--- src/rtl/mult_div_ctrl.sv ---
// Iterative 32x32 multiply / divide controller producing a MIPS-style HI/LO pair.
// One result bit per cycle: shift-add multiply, restoring shift-subtract divide.
// Build option: define MULT_DIV_CTRL_DIV_EN to include the divide datapath;
// without it, DIV/DIVU complete with normal latency and return zeros.
module mult_div_ctrl (
    input  logic        CLK,
    input  logic        RESET,
    input  logic        start,
    input  logic [1:0]  op,
    input  logic [31:0] opA,
    input  logic [31:0] opB,
    output logic        busy,
    output logic        done,
    output logic [31:0] hi,
    output logic [31:0] lo,
    output logic        div_by_zero
);

    localparam int unsigned W         = 32;
    localparam int unsigned CNT_W     = 6;
    localparam int unsigned LAST_ITER = 31;

    typedef enum logic [1:0] {
        IDLE = 2'd0,
        CALC = 2'd1,
        FIX  = 2'd2,
        DONE = 2'd3
    } state_e;

    state_e             state_q, state_d;
    logic [CNT_W-1:0]   cnt_q,   cnt_d;
    logic [2*W-1:0]     acc_q,   acc_d;
    logic [W-1:0]       opnd_q,  opnd_d;
    logic               div_q,   div_d;
    logic               neg_q,   neg_d;
    logic               busy_q,  busy_d;
    logic               done_q,  done_d;
    logic [W-1:0]       hi_q,    hi_d;
    logic [W-1:0]       lo_q,    lo_d;
    logic               dbz_q,   dbz_d;
`ifdef MULT_DIV_CTRL_DIV_EN
    logic               rneg_q,  rneg_d;
    logic [W-1:0]       araw_q,  araw_d;
    logic [W:0]         div_sh;
    logic               div_ge;
    logic [W-1:0]       div_rem;
    logic [W-1:0]       quo_fix;
    logic [W-1:0]       rem_fix;
`endif

    logic               accept;
    logic               is_signed;
    logic [W-1:0]       abs_a;
    logic [W-1:0]       abs_b;
    logic [W:0]         mul_sum;
    logic [2*W-1:0]     prod_fix;

    // Next-state, datapath step and result formatting
    always_comb begin
        state_d  = state_q;
        cnt_d    = cnt_q;
        acc_d    = acc_q;
        opnd_d   = opnd_q;
        div_d    = div_q;
        neg_d    = neg_q;
        busy_d   = busy_q;
        done_d   = 1'b0;
        hi_d     = hi_q;
        lo_d     = lo_q;
        dbz_d    = dbz_q;

        accept    = start && ((state_q == IDLE) || (state_q == DONE));
        is_signed = ~op[0];
        abs_a     = (is_signed && opA[W-1]) ? -opA : opA;
        abs_b     = (is_signed && opB[W-1]) ? -opB : opB;
        mul_sum   = {1'b0, acc_q[2*W-1:W]} + (acc_q[0] ? {1'b0, opnd_q} : (W+1)'(0));
        prod_fix  = neg_q ? -acc_q : acc_q;
`ifdef MULT_DIV_CTRL_DIV_EN
        rneg_d    = rneg_q;
        araw_d    = araw_q;
        div_sh    = {acc_q[2*W-1:W], acc_q[W-1]};
        div_ge    = div_sh >= {1'b0, opnd_q};
        div_rem   = div_ge ? W'(div_sh - {1'b0, opnd_q}) : div_sh[W-1:0];
        quo_fix   = neg_q  ? -acc_q[W-1:0]     : acc_q[W-1:0];
        rem_fix   = rneg_q ? -acc_q[2*W-1:W]   : acc_q[2*W-1:W];
`endif

        case (state_q)
            IDLE, DONE: begin
                if (state_q == DONE) state_d = IDLE;
                if (accept) begin
                    state_d = CALC;
                    cnt_d   = '0;
                    busy_d  = 1'b1;
                    dbz_d   = 1'b0;
                    div_d   = op[1];
                    neg_d   = is_signed & (opA[W-1] ^ opB[W-1]);
`ifdef MULT_DIV_CTRL_DIV_EN
                    rneg_d  = is_signed & opA[W-1];
                    araw_d  = opA;
                    if (op[1]) begin
                        acc_d  = {W'(0), abs_a};
                        opnd_d = abs_b;
                    end else begin
                        acc_d  = {W'(0), abs_b};
                        opnd_d = abs_a;
                    end
`else
                    acc_d   = {W'(0), abs_b};
                    opnd_d  = abs_a;
`endif
                end
            end
            CALC: begin
                cnt_d = cnt_q + CNT_W'(1);
`ifdef MULT_DIV_CTRL_DIV_EN
                if (div_q) acc_d = {div_rem, acc_q[W-2:0], div_ge};
                else       acc_d = {mul_sum, acc_q[W-1:1]};
`else
                acc_d = {mul_sum, acc_q[W-1:1]};
`endif
                if (cnt_q == CNT_W'(LAST_ITER)) state_d = FIX;
            end
            FIX: begin
                state_d = DONE;
                busy_d  = 1'b0;
                done_d  = 1'b1;
`ifdef MULT_DIV_CTRL_DIV_EN
                if (div_q) begin
                    if (opnd_q == '0) begin
                        hi_d  = araw_q;
                        lo_d  = '1;
                        dbz_d = 1'b1;
                    end else begin
                        hi_d  = rem_fix;
                        lo_d  = quo_fix;
                    end
                end else begin
                    hi_d = prod_fix[2*W-1:W];
                    lo_d = prod_fix[W-1:0];
                end
`else
                if (div_q) begin
                    hi_d = '0;
                    lo_d = '0;
                end else begin
                    hi_d = prod_fix[2*W-1:W];
                    lo_d = prod_fix[W-1:0];
                end
`endif
            end
            default: state_d = IDLE;
        endcase
    end

    // State and output registers with synchronous active-low reset
    always_ff @(posedge CLK) begin
        if (!RESET) begin
            state_q <= IDLE;
            cnt_q   <= '0;
            acc_q   <= '0;
            opnd_q  <= '0;
            div_q   <= 1'b0;
            neg_q   <= 1'b0;
            busy_q  <= 1'b0;
            done_q  <= 1'b0;
            hi_q    <= '0;
            lo_q    <= '0;
            dbz_q   <= 1'b0;
`ifdef MULT_DIV_CTRL_DIV_EN
            rneg_q  <= 1'b0;
            araw_q  <= '0;
`endif
        end else begin
            state_q <= state_d;
            cnt_q   <= cnt_d;
            acc_q   <= acc_d;
            opnd_q  <= opnd_d;
            div_q   <= div_d;
            neg_q   <= neg_d;
            busy_q  <= busy_d;
            done_q  <= done_d;
            hi_q    <= hi_d;
            lo_q    <= lo_d;
            dbz_q   <= dbz_d;
`ifdef MULT_DIV_CTRL_DIV_EN
            rneg_q  <= rneg_d;
            araw_q  <= araw_d;
`endif
        end
    end

    assign busy        = busy_q;
    assign done        = done_q;
    assign hi          = hi_q;
    assign lo          = lo_q;
    assign div_by_zero = dbz_q;

endmodule
--- config.mk ---
export PLATFORM = sky130hd
export DESIGN_NAME = mult_div_ctrl
export DESIGN_NICKNAME = d
export VERILOG_FILES = /design/src/rtl/mult_div_ctrl.sv
export SDC_FILE = /design/constraint.sdc
export NUM_CORES = 1
export LEC_CHECK = 0
export CAP_MARGIN = 20
export CORE_UTILIZATION = 45
export DETAILED_ROUTE_END_ITERATION = 10
export GPL_ROUTABILITY_DRIVEN = 1
export PLACE_DENSITY = 0.76
export SYNTH_ARGS = -nofsm -noshare
export SYNTH_HDL_FRONTEND = slang
export SYNTH_SLANG_ARGS = --single-unit
--- constraint.sdc ---
create_clock -name CLK -period 6.2 [get_ports CLK]
set_input_delay 0.62 -clock CLK [delete_from_list [all_inputs] [get_ports CLK]]
set_output_delay 0.62 -clock CLK [all_outputs]
set_load 0.02 [all_outputs]
Yosys cells after proc, flatten, opt, wreduce, memory -nomap -nowiden
Cells that the tools add are included.
Widths: inputs -> output; s select.
{"block": "classes", "add_sub_neg": 5, "eq_ne": 7, "muxes": 17, "n_bitwise": 3, "reduce_logical": 12}
{"operator": "$mux 32", "count": 5}
{"operator": "$mux 64", "count": 2}
{"operator": "$pmux 64 s2", "count": 1}
{"operator": "$neg 32->32", "count": 2}
{"operator": "$neg 64->64", "count": 1}
{"operator": "$add 32x32->33", "count": 1}
{"operator": "$pmux 6 s2", "count": 1}
{"operator": "$reduce_and 2->1", "count": 4}
{"operator": "$add 6x1->6 const B", "count": 1}
{"operator": "$eq 6x5->1 const B", "count": 1}
{"operator": "$mux 2", "count": 3}
{"operator": "$mux 6", "count": 1}
{"operator": "$pmux 2 s3", "count": 1}
{"operator": "$eq 2x2->1 const B", "count": 2}
{"operator": "$ne 2x2->1 const B", "count": 2}
{"operator": "$reduce_bool 2->1", "count": 2}
{"operator": "$logic_and 1x1->1", "count": 3}
{"operator": "$ne 3x3->1 const B", "count": 1}
{"operator": "$eq 2x1->1 const B", "count": 1}
{"operator": "$logic_not 2->1", "count": 1}
{"operator": "$mux 1", "count": 2}
{"operator": "$pmux 1 s2", "count": 1}
{"operator": "$reduce_or 2->1", "count": 1}
{"operator": "$and 1x1->1", "count": 1}
{"operator": "other kinds (3)", "count": 3}
{"block": "word_totals", "ff_bits": 172, "inputBits": 69, "output_inout_bits": 67}

Logic depth before layout (Yosys ltp)
Gate-level depths: netlist (run 1).
{"block": "depth", "ltp_word": 5, "mapped_depth": 13, "mapped_depth_nobuf": 12}

Least setup slack after synthesis (run 1)
OpenSTA, ideal clock, no wires.
{"block": "synth_path", "path_kind": "in2reg", "start": "input port opB[9]", "end": "register acc_q[28]", "setup_time_ns": 0.123, "t_arrival_ns": 2.814, "required_time_ns": 6.077, "slack_ns": 3.263, "stages": 9, "n_path_buf": 1, "cell_sequence": "or4_1 or3_1 or3_1 clkbuf_1 nor3_1 a21oi_1 xor2_1 a221oi_1 nor2b_1"}
{"block": "synth_between", "elab_chain_len": 4}
{"item": "start, declared", "line_no": "11", "text": "input logic [31:0] opB,"}
{"item": "$neg 32->32", "line_no": "75", "text": "abs_b = (is_signed && opB[W-1]) ? -opB : opB;"}
{"item": "$mux 32", "line_no": "75"}
{"item": "$mux 64", "line_no": "91", "text": "if (accept) begin"}
{"item": "$pmux 64 s2", "line_no": "88", "text": "case (state_q)"}
{"item": "end signal, assigned", "line_no": "161", "text": "acc_q <= '0;"}
{"item": "end signal, assigned", "line_no": "177", "text": "acc_q <= acc_d;"}
{"item": "end, declared", "line_no": "32", "text": "logic [2*W-1:0] acc_q, acc_d;"}
No other way between the ends. The select of a mux whose other input is x is not followed.
A chain may end at the register's enable or synchronous reset.

Worst setup path after layout (run 1)
{"block": "layout_path", "start": "register acc_q[0]", "end": "register acc_q[57]"}
{"block": "layout_between", "elab_chain_len": 3}
{"item": "$mux 32", "line_no": "76", "text": "mul_sum = {1'b0, acc_q[2*W-1:W]} + (acc_q[0] ? {1'b0, opnd_q} : (W+1)'(0));"}
{"item": "$add 32x32->33", "line_no": "76"}
{"item": "$pmux 64 s2", "line_no": "88"}
No other way between the ends.

==> results.yml, run 1 <==
worst_setup_path:
  cpMaxStageDelayCell: "dfxtp_1"
  critPathCaptureType: "flop"
  cp.arrival_ns: 3.97
  startpoint_type: "flop"
  crit_path_frequent_cell: "o211ai_1"
  path_cells: "and2_1 > ha_1 > inv_1 > fa_1 > nor2b_1 > o21ai_0 > o211ai_1 > and3_1 > a211oi_1 > o21ba_2 > o221a_2 > o211ai_1"
  path_class: "flop to flop"
  crit_path_max_incr_delay_ns: 0.89
  path_max_fanout: 35
  cp.required_ns: 6.54
route:
  wl_met2_um: 12100
  vias_per_cell: 5.63
  dr.pass1.iters: 5
  vias: 10000
  wl_per_cell_um: 16.3
  drc: 0
  final_antenna_net_count: 0
  wl_met3_um: 1930
  top_layer: "met4"
  drt-met1-wl_um: 14700
  wl_um: 29000
  initialDrtViolationCount: 708
clock_tree:
  ctsHtreeMaxLevel: 4
  cts_hold_buf: 0
  cts_sinks: 172
  post-cts-setup-buffers: 0
  cts_inserted_buffers: 17
  clockBufferDepth: 2
  path_clk_slew_ns: 0.07
  cts_resized: 0
  cts_tree: "yes"
  clk_latency_ns: 0.43
  root_buffer: "clkbuf_16"
logic_synthesis:
  ys_seq_area_frac: 0.319
  synth_top_area_cell: "dfxtp_1"
  synth_area_mm2: 0.0108
  syn_area_per_cell_um2: 7.85
  ys_async_sr_fraction: 0
  syn_inst: 1373
  synth-edff-count: 0
  netlist_top_cells_area: "dfxtp_1 (32%), xor2_1 (8.2%), nand2_1 (6.3%)"
  synth_ff_type: "dfxtp_1"
  synth_top_area_frac: 0.319
  yosysUniqueCellTypes: 63
  synth_seq_cells: 172
  syn_nets: 1482
  ys_warn_count: 0
layout:
  antenna-diode-count: 0
  fin_nets: 1556
  mostFrequentLayoutCells: "nand2_1 (181), dfxtp_1 (171), clkdlybuf4s50_1 (133), o21ai_0 (131), xor2_1 (101)"
  syn2layout_area_growth_pct: 19.1
  final_common_cell: "nand2_1"
  drive_gt1_frac: 0.0445
timing:
  hold_viol: 0
  worst_pin_slew_ns: 1.12
  relSlewSlack: 0.254
  setup_tns_ns: 0
  clock.fmax_mhz: 276
  slew_viol_final: 0
  period_needed_ns: 3.62
  holdWs_ns: 0.449
  fin_skew_ns: 0.00740
  grt_setup_unrepaired: "no"
  min_period_over_period: 0.584
  setup_viol: 0
place:
  gp_congestion: 0.903
  numPortBuffers: 134
  hpwl_um: 21800
grt:
  grt_usage: 0.238
  grt_overflow: 0
  grt_max_degree: 65
  grt_pass1_wl_um: 46600
  grt_pass1_vias: 8942
  antenna_found_initial: 0
pwr:
  vdd.ir_drop.worst_mv: 0.180
  leakage_uw: 0.00485
  power_density_mw_per_mm2: 303
job:
  maxCapViolCount: 0
outcome:
  status: "finished clean"
floorplan:
  fp.dieH_um: 157
  num_rows: 56
  die_x_um: 157
  dieArea_mm2: 0.0246
  core_mm2: 0.0235
  pin_count: 136
  start_util: 0.459
min_path:
  hp-class: "flop to flop"
worst max-delay path: cells and delay by family, from the launching register on:
kind,cells,cell delay [ns]
AO/OA/AOI/OAI,6,1.36
flip-flops,1,0.89
buffers and inverters,1,0.06
AND/OR/NAND/NOR,3,0.65
adder cells (fa/ha/maj),2,0.59
cell usage after synthesis (all sizes together), types with 2 or more instances:
master	count
a211oi	8
a21boi	19
a21o	19
a21oi	62
a221oi	8
a22oi	11
a31oi	8
and2	57
and3	13
buf	5
clkbuf	84
dfxtp	172
ha	39
inv	43
mux2i	4
nand2	181
nand2b	15
nand3	27
nand3b	4
nand4	13
nor2	48
nor2b	26
nor3	21
nor3b	2
nor4	9
o211a	18
o211ai	13
o21a	4
o21ai	153
o21bai	3
o22ai	20
o311a	2
o31a	2
o31ai	37
o41ai	17
or2	4
or3	26
or4	15
xnor2	45
xor2	101
stage by stage:
stage / instances / util / total power (uW) / setup WS (ns) / area, um2
finish: 1779 / 0.547 / 3890 / 2.58 / 12800
global route: 1779 / 0.547 / 4130 / 2.23 / 12800
CTS: 1778 / 0.546 / 3890 / 2.58 / 12800
detailed placement: 1746 / 0.522 / 2850 / 2.39 / 12300
global placement: 1745 / 0.522 / 2810 / 2.51 / 12200
floorplan: 1373 / - / 2410 / 3.26 / 10800
final cells by class:
cell class	count	area [um2]
fillers	2199	10600
multi-input cells	1069	6850
flip-flops and latches	172	3440
repair buffers	144	1420
clock buffers	18	429
well taps	319	399
inverters	43	161
clock inverters	14	138
state kept, by name, summed over array words and instances (netlist names):
register / count
lo: 32
opnd_q: 32
done: 1
div_q: 1
hi: 32
state_q: 2
neg_q: 1
busy: 1
cnt_q: 6
acc_q: 64
final timing paths:
check	start	endpoint	slack [ns]	depth (start not counted)
worst max-delay path	acc_q[0]$_SDFFE_PN0P_	acc_q[57]$_SDFFE_PN0P_	2.58	12
worst min-delay path	hi[22]$_SDFFE_PN0P_	hi[22]$_SDFFE_PN0P_	0.45	2
worst max register to register	acc_q[0]$_SDFFE_PN0P_	acc_q[57]$_SDFFE_PN0P_	2.58	12
worst min register to register	hi[22]$_SDFFE_PN0P_	hi[22]$_SDFFE_PN0P_	0.45	2
cell families (layout without fill, tap and decap cells):
logic type               Yosys count  in the layout  share of synthesized area
multiplexers                       4              4                    0.00371
AO/OA/AOI/OAI                    413            413                      0.245
AND/OR/NAND/NOR                  465            465                      0.219
flip-flops                       172            172                      0.319
buffers and inverters            132            219                     0.0463
XOR/XNOR                         146            146                      0.119
other                              1              1                   0.000348
adder cells (fa/ha/maj)           40             40                     0.0471
per-layer routing:
layer,global-route usage,vias to the layer above
met5,0,-
met4,0.0551,0
met3,0.0393,18
met2,0.339,296
met1,0.364,4688
li1,-,5020
report_power, final:
| group | internal (uW) | leakage, uW | switching, uW |
|---|---|---|---|
| logic | 519 | 0.00317 | 823 |
| registers | 1280 | 0.00140 | 227 |
| clock network | 564 | 0.000283 | 477 |
No activity file was read; power rests on OpenSTA's default activity.
==> inputs of run 2 (changes only) <==
--- a/config.mk
+++ b/config.mk
@@ -9,7 +9,7 @@
 export CORE_UTILIZATION = 45
 export DETAILED_ROUTE_END_ITERATION = 10
 export GPL_ROUTABILITY_DRIVEN = 1
-export PLACE_DENSITY = 0.76
+export PLACE_DENSITY = 0.79
 export SYNTH_ARGS = -nofsm -noshare
 export SYNTH_HDL_FRONTEND = slang
 export SYNTH_SLANG_ARGS = --single-unit
==> constraint.sdc (replaced) <==
create_clock -name CLK -period 3.2 [get_ports CLK]
set_input_delay 0.32 -clock CLK [delete_from_list [all_inputs] [get_ports CLK]]
set_output_delay 0.32 -clock CLK [all_outputs]
set_load 0.02 [all_outputs]
==> run 2 against run 1 <==
Against the previous run:
- cell area is 2.0% higher
- combinational power is 100% higher
- sequential power is 90% higher
==> results.yml, run 2 (same netlist as run 1, synthesis figures left out) <==
outcome:
  status: "finished clean"
layout:
  largest_reg_flops: 64
  syn2layout_area_growth_pct: 21.4
  top_register: "acc_q"
  fin_nets: 1587
  drive_gt1_frac: 0.0658
  final_core_util: 0.558
  mostFrequentLayoutCells: "nand2_1 (181), dfxtp_1 (171), clkdlybuf4s50_1 (133), o21ai_0 (131), xor2_1 (101)"
  final_common_cell: "nand2_1"
  stdcell_count: 1809
  antenna-diode-count: 0
  fin_area_mm2: 0.0131
route:
  initialDrtViolationCount: 746
  final_antenna_net_count: 0
  wl_per_cell_um: 15.7
  wl_um: 28400
  dr.pass1.iters: 5
  vias_per_cell: 5.58
  drc: 0
  vias: 10100
timing:
  relSlewSlack: 0.403
  worst_slack_ns: 0.100
  clock.fmax_mhz: 323
  period_needed_ns: 3.10
  hold_viol: 0
  worst_pin_slew_ns: 0.895
  fin_skew_ns: 0.0131
  slew_viol_final: 0
  min_period_over_period: 0.969
  setup_viol: 0
floorplan:
  core_mm2: 0.0235
  pin_count: 136
  start_util: 0.459
  dieArea_mm2: 0.0246
  num_rows: 56
  fp.dieH_um: 157
  die_x_um: 157
place:
  place_inst: 1778
  hpwl_um: 21900
  numPortBuffers: 134
  place_ws_ns: 0.0761
  placed_area_mm2: 0.0125
  gp_congestion: 0.910
worst_setup_path:
  startpoint_type: "flop"
  cp.arrival_ns: 3.41
  cp.required_ns: 3.51
  path_class: "flop to flop"
  reg2reg_to: "hi[26]$_SDFFE_PN0P_"
  cpMaxStageDelayCell: "or4_1"
  rrSetupSlack_ns: 0.10
  crit_path_max_incr_delay_ns: 0.59
  reg2reg_from: "acc_q[34]$_SDFFE_PN0P_"
  path_max_fanout: 7
  critPathCaptureType: "flop"
  path_cells: "or4_1 > or4_1 > or3_4 > nor2_2 > nand2_1 > o41ai_1 > xor2_1 > o21ai_1"
  crit_path_frequent_cell: "or4_1"
  reg2regPathDepth: 8
grt:
  met3_usage: 0.0462
  grt_pass1_wl_um: 46200
  grt_pass1_vias: 9125
  grt_util_met1: 0.347
  gr-max-usage-layer: "met1"
  grt.met2_usage: 0.335
  grt_usage: 0.235
  grt_overflow: 0
  grt_max_degree: 85
  antenna_found_initial: 0
clock_tree:
  cts_sinks: 172
  clockBufferDepth: 2
  clk_latency_ns: 0.44
  root_buffer: "clkbuf_16"
  path_clk_slew_ns: 0.07
  cts_tree: "yes"
  post-cts-setup-buffers: 0
  cts_resized: 0
  cts_inserted_buffers: 17
  cts_hold_buf: 0
  ctsHtreeMaxLevel: 4
job:
  maxCapViolCount: 0
min_path:
  whs_endpoint: "neg_q$_SDFFE_PN0P_"
  hp-class: "input pin to flop"
  worstHoldPathCells: 2
  hp-start: "RESET"
pwr:
  switching_power_uw: 2900
  swShare: 0.384
  internal-power_uw: 4660
  leakage_uw: 0.00500
  vdd.ir_drop.worst_mv: 0.447
  pwr-share-clk: 0.261
  comb_power_share: 0.360
  total_power_uw: 7560
  power_density_mw_per_mm2: 577
  p_seq_frac: 0.379
==> run 2: cell count changes in the layout (fill, tap and decap cells not counted), sizes merged <==
cell,before,now
buf,11,42
clkinvlp,0,4
inv,49,45
clkinv,7,6
==> run 2: how the worst max path moves through the flow <==
stage / start / end / slack (ns) / cells past startpoint
final: acc_q[34]$_SDFFE_PN0P_ / hi[26]$_SDFFE_PN0P_ / 0.10 / 8
after global routing: acc_q[34]$_SDFFE_PN0P_ / hi[26]$_SDFFE_PN0P_ / -0.01 / 8
after CTS: acc_q[34]$_SDFFE_PN0P_ / hi[29]$_SDFFE_PN0P_ / 0.13 / 8
after detailed placement: opB[9] / acc_q[24]$_SDFFE_PN0P_ / 0.08 / 9
after global placement: opB[9] / acc_q[24]$_SDFFE_PN0P_ / 0.13 / 9
after floorplan: acc_q[0]$_SDFFE_PN0P_ / acc_q[57]$_SDFFE_PN0P_ / 0.32 / 13
==> run 2: through the flow <==
step	hold slack (ns)	TNS (ns)
after global routing	0.399	-0.0144
after floorplan	0.435	0
final	0.397	0
after global placement	0.436	0
after detailed placement	0.439	0
after CTS	0.381	0
==> run 2: per-layer routing <==
layer,vias up,wire [um],share of wire
met4,0,625,0.022
met5,-,0,0
li1,5100,-,-
met2,343,11500,0.41
met3,40,2010,0.071
met1,4603,14200,0.50
==> run 2: final cells by class <==
| class | instances | area [um2] |
|---|---|---|
| clock buffer | 18 | 439 |
| clock inverter | 13 | 119 |
| fill | 2136 | 10400 |
| inverter | 43 | 161 |
| multi-input combinational | 1069 | 6860 |
| sequential | 172 | 3440 |
| tap | 319 | 399 |
| timing repair buffer | 175 | 1670 |
==> run 2: power groups by stage <==
stage,sequential (uW),clock (uW),combinational (uW)
finish,2870,1970,2720
global route,2910,2100,3000
CTS,2850,2000,2700
detailed placement,2900,0,2680
global placement,2880,0,2650
floorplan,2820,0,1840
==> run 2: worst max-delay path: cells and delay by family (launching register included) <==
kind,cells,cell delay (ns)
XOR/XNOR,1,0.23
AO/OA/AOI/OAI,2,0.49
AND/OR/NAND/NOR,5,1.86
flip-flops,1,0.39
==> inputs of run 3 (changes only) <==
--- a/config.mk
+++ b/config.mk
@@ -10,6 +10,7 @@
 export DETAILED_ROUTE_END_ITERATION = 10
 export GPL_ROUTABILITY_DRIVEN = 1
 export PLACE_DENSITY = 0.79
+export SETUP_SLACK_MARGIN = 0.2
 export SYNTH_ARGS = -nofsm -noshare
 export SYNTH_HDL_FRONTEND = slang
 export SYNTH_SLANG_ARGS = --single-unit
==> run 3 against run 2 <==
Against the previous run:
- cell area grew 0.71%
- global-route usage hardly changed
- sequential share of layout area shrank 0.099 points
- clock skew about the same
- highest routed layer unchanged
- final cell count up 0.11%
- via count up 0.25%
- critical path depth stayed put
- sequential power barely moved
- combinational power grew 2%
==> results.yml, run 3 (same netlist as run 1, synthesis figures left out) <==
worst_setup_path:
  path_class: "flop to flop"
  crit_path_max_incr_delay_ns: 0.45
  path_cells: "or3_4 > or3_4 > or3_4 > or4_4 > or4_4 > o21ai_1 > xor2_1 > o21ai_1"
  reg2reg_to: "hi[30]$_SDFFE_PN0P_"
  rrSetupSlack_ns: 0.28
  crit_path_frequent_cell: "or3_4"
  reg2reg_from: "acc_q[49]$_SDFFE_PN0P_"
  critPathCaptureType: "flop"
  cp.arrival_ns: 3.23
  cpMaxStageDelayCell: "or4_4"
  cp.required_ns: 3.51
  path_max_fanout: 6
  reg2regPathDepth: 8
  startpoint_type: "flop"
place:
  numPortBuffers: 134
  gp_congestion: 0.910
  hpwl_um: 21900
  place_inst: 1778
pwr:
  vdd.ir_drop.worst_mv: 0.452
  leakage_uw: 0.00502
  power_density_mw_per_mm2: 578
grt:
  antenna_found_initial: 0
  grt_max_degree: 85
  grt_usage: 0.235
  grt_pass1_vias: 9123
  grt_pass1_wl_um: 46200
  grt_overflow: 0
route:
  wl_met2_um: 11600
  wl_per_cell_um: 15.7
  final_antenna_net_count: 0
  vias: 10100
  top_layer: "met4"
  dr.pass1.iters: 5
  drc: 0
  initialDrtViolationCount: 646
  vias_per_cell: 5.58
  wl_um: 28500
  wl_met3_um: 2040
  drt-met1-wl_um: 14300
timing:
  relSlewSlack: 0.412
  hold_viol: 0
  period_needed_ns: 2.92
  setup_tns_ns: 0
  worst_pin_slew_ns: 0.881
  clock.fmax_mhz: 343
  slew_viol_final: 0
  fin_skew_ns: 0.0129
  min_period_over_period: 0.911
  grt_setup_unrepaired: "no"
  setup_viol: 0
clock_tree:
  ctsHtreeMaxLevel: 4
  clockBufferDepth: 2
  cts_tree: "yes"
  cts_hold_buf: 0
  cts_sinks: 172
  path_clk_slew_ns: 0.07
  clk_latency_ns: 0.44
  cts_inserted_buffers: 17
  root_buffer: "clkbuf_16"
layout:
  multiInputGateArea_mm2: 0.00693
  drive_gt1_frac: 0.0764
  stdcell_count: 1811
  antenna-diode-count: 0
  nFillCells: 2123
  final_core_util: 0.562
  fin_nets: 1589
  mostFrequentLayoutCells: "nand2_1 (180), dfxtp_1 (166), clkdlybuf4s50_1 (133), o21ai_0 (129), xor2_1 (101)"
  top_register: "acc_q"
  syn2layout_area_growth_pct: 22.3
  final_common_cell: "nand2_1"
  largest_reg_flops: 64
  regArea_mm2: 0.00346
min_path:
  whs_endpoint: "neg_q$_SDFFE_PN0P_"
  worstHoldPathCells: 2
  hp-class: "input pin to flop"
  hp-start: "RESET"
floorplan:
  core_mm2: 0.0235
  num_rows: 56
  start_util: 0.459
  die_x_um: 157
  dieArea_mm2: 0.0246
  pin_count: 136
  fp.dieH_um: 157
outcome:
  status: "finished clean"
job:
  maxCapViolCount: 0
==> run 3: worst max-delay path by stage <==
stage                                        end                   start  slack [ns]
final                        hi[30]$_SDFFE_PN0P_  acc_q[49]$_SDFFE_PN0P_        0.28
after global routing      acc_q[58]$_SDFFE_PN0P_   acc_q[0]$_SDFFE_PN0P_        0.17
after CTS                    hi[26]$_SDFFE_PN0P_  acc_q[34]$_SDFFE_PN0P_        0.17
after detailed placement  acc_q[24]$_SDFFE_PN0P_                  opB[9]        0.08
after global placement    acc_q[24]$_SDFFE_PN0P_                  opB[9]        0.13
after floorplan           acc_q[57]$_SDFFE_PN0P_   acc_q[0]$_SDFFE_PN0P_        0.32
==> run 3: layout make-up <==
| type | count | share of cell area |
|---|---|---|
| clock buffers | 18 | 0.0333 |
| multi-input cells | 1069 | 0.525 |
| flip-flops and latches | 172 | 0.262 |
| clock inverters | 13 | 0.00901 |
| well taps | 319 | 0.0303 |
| repair buffers | 177 | 0.128 |
| inverters | 43 | 0.0122 |
==> run 3: timing repair <==
action / in CTS / in global routing
resized for setup: 2 / 22
pin swaps: 0 / 5
setup endpoints to repair: 4 / 36
buffers inserted: 0 / 2
==> run 3: critical path, delay by kind of cell (launching register included) <==
kind            cells  cell delay (ns)
flops               1             0.37
xor+xnor            1             0.17
simple gates        5             2.01
compound gates      2             0.25
==> run 3: layer usage <==
| layer | GRT usage | vias to the layer above |
|---|---|---|
| met3 | 0.0462 | 39 |
| li1 | - | 5108 |
| met4 | 0.0742 | 0 |
| met5 | 0 | - |
| met2 | 0.335 | 355 |
| met1 | 0.348 | 4609 |
==> run 3: where the power goes <==
| part | switching [uW] | internal [uW] |
|---|---|---|
| sequential | 393 | 2480 |
| clock | 881 | 1090 |
| combinational | 1660 | 1110 |
==> run 3: metrics by stage <==
step                cell area, um2  worst slack, ns  hold slack, ns  power [uW]
detailed placement           12500           0.0761           0.439        5580
finish                       13200            0.283           0.396        7620
global placement             12500            0.130           0.436        5530
floorplan                    10800            0.316           0.435        4660
CTS                          13100            0.168           0.381        7550
global route                 13200            0.171           0.399        8070
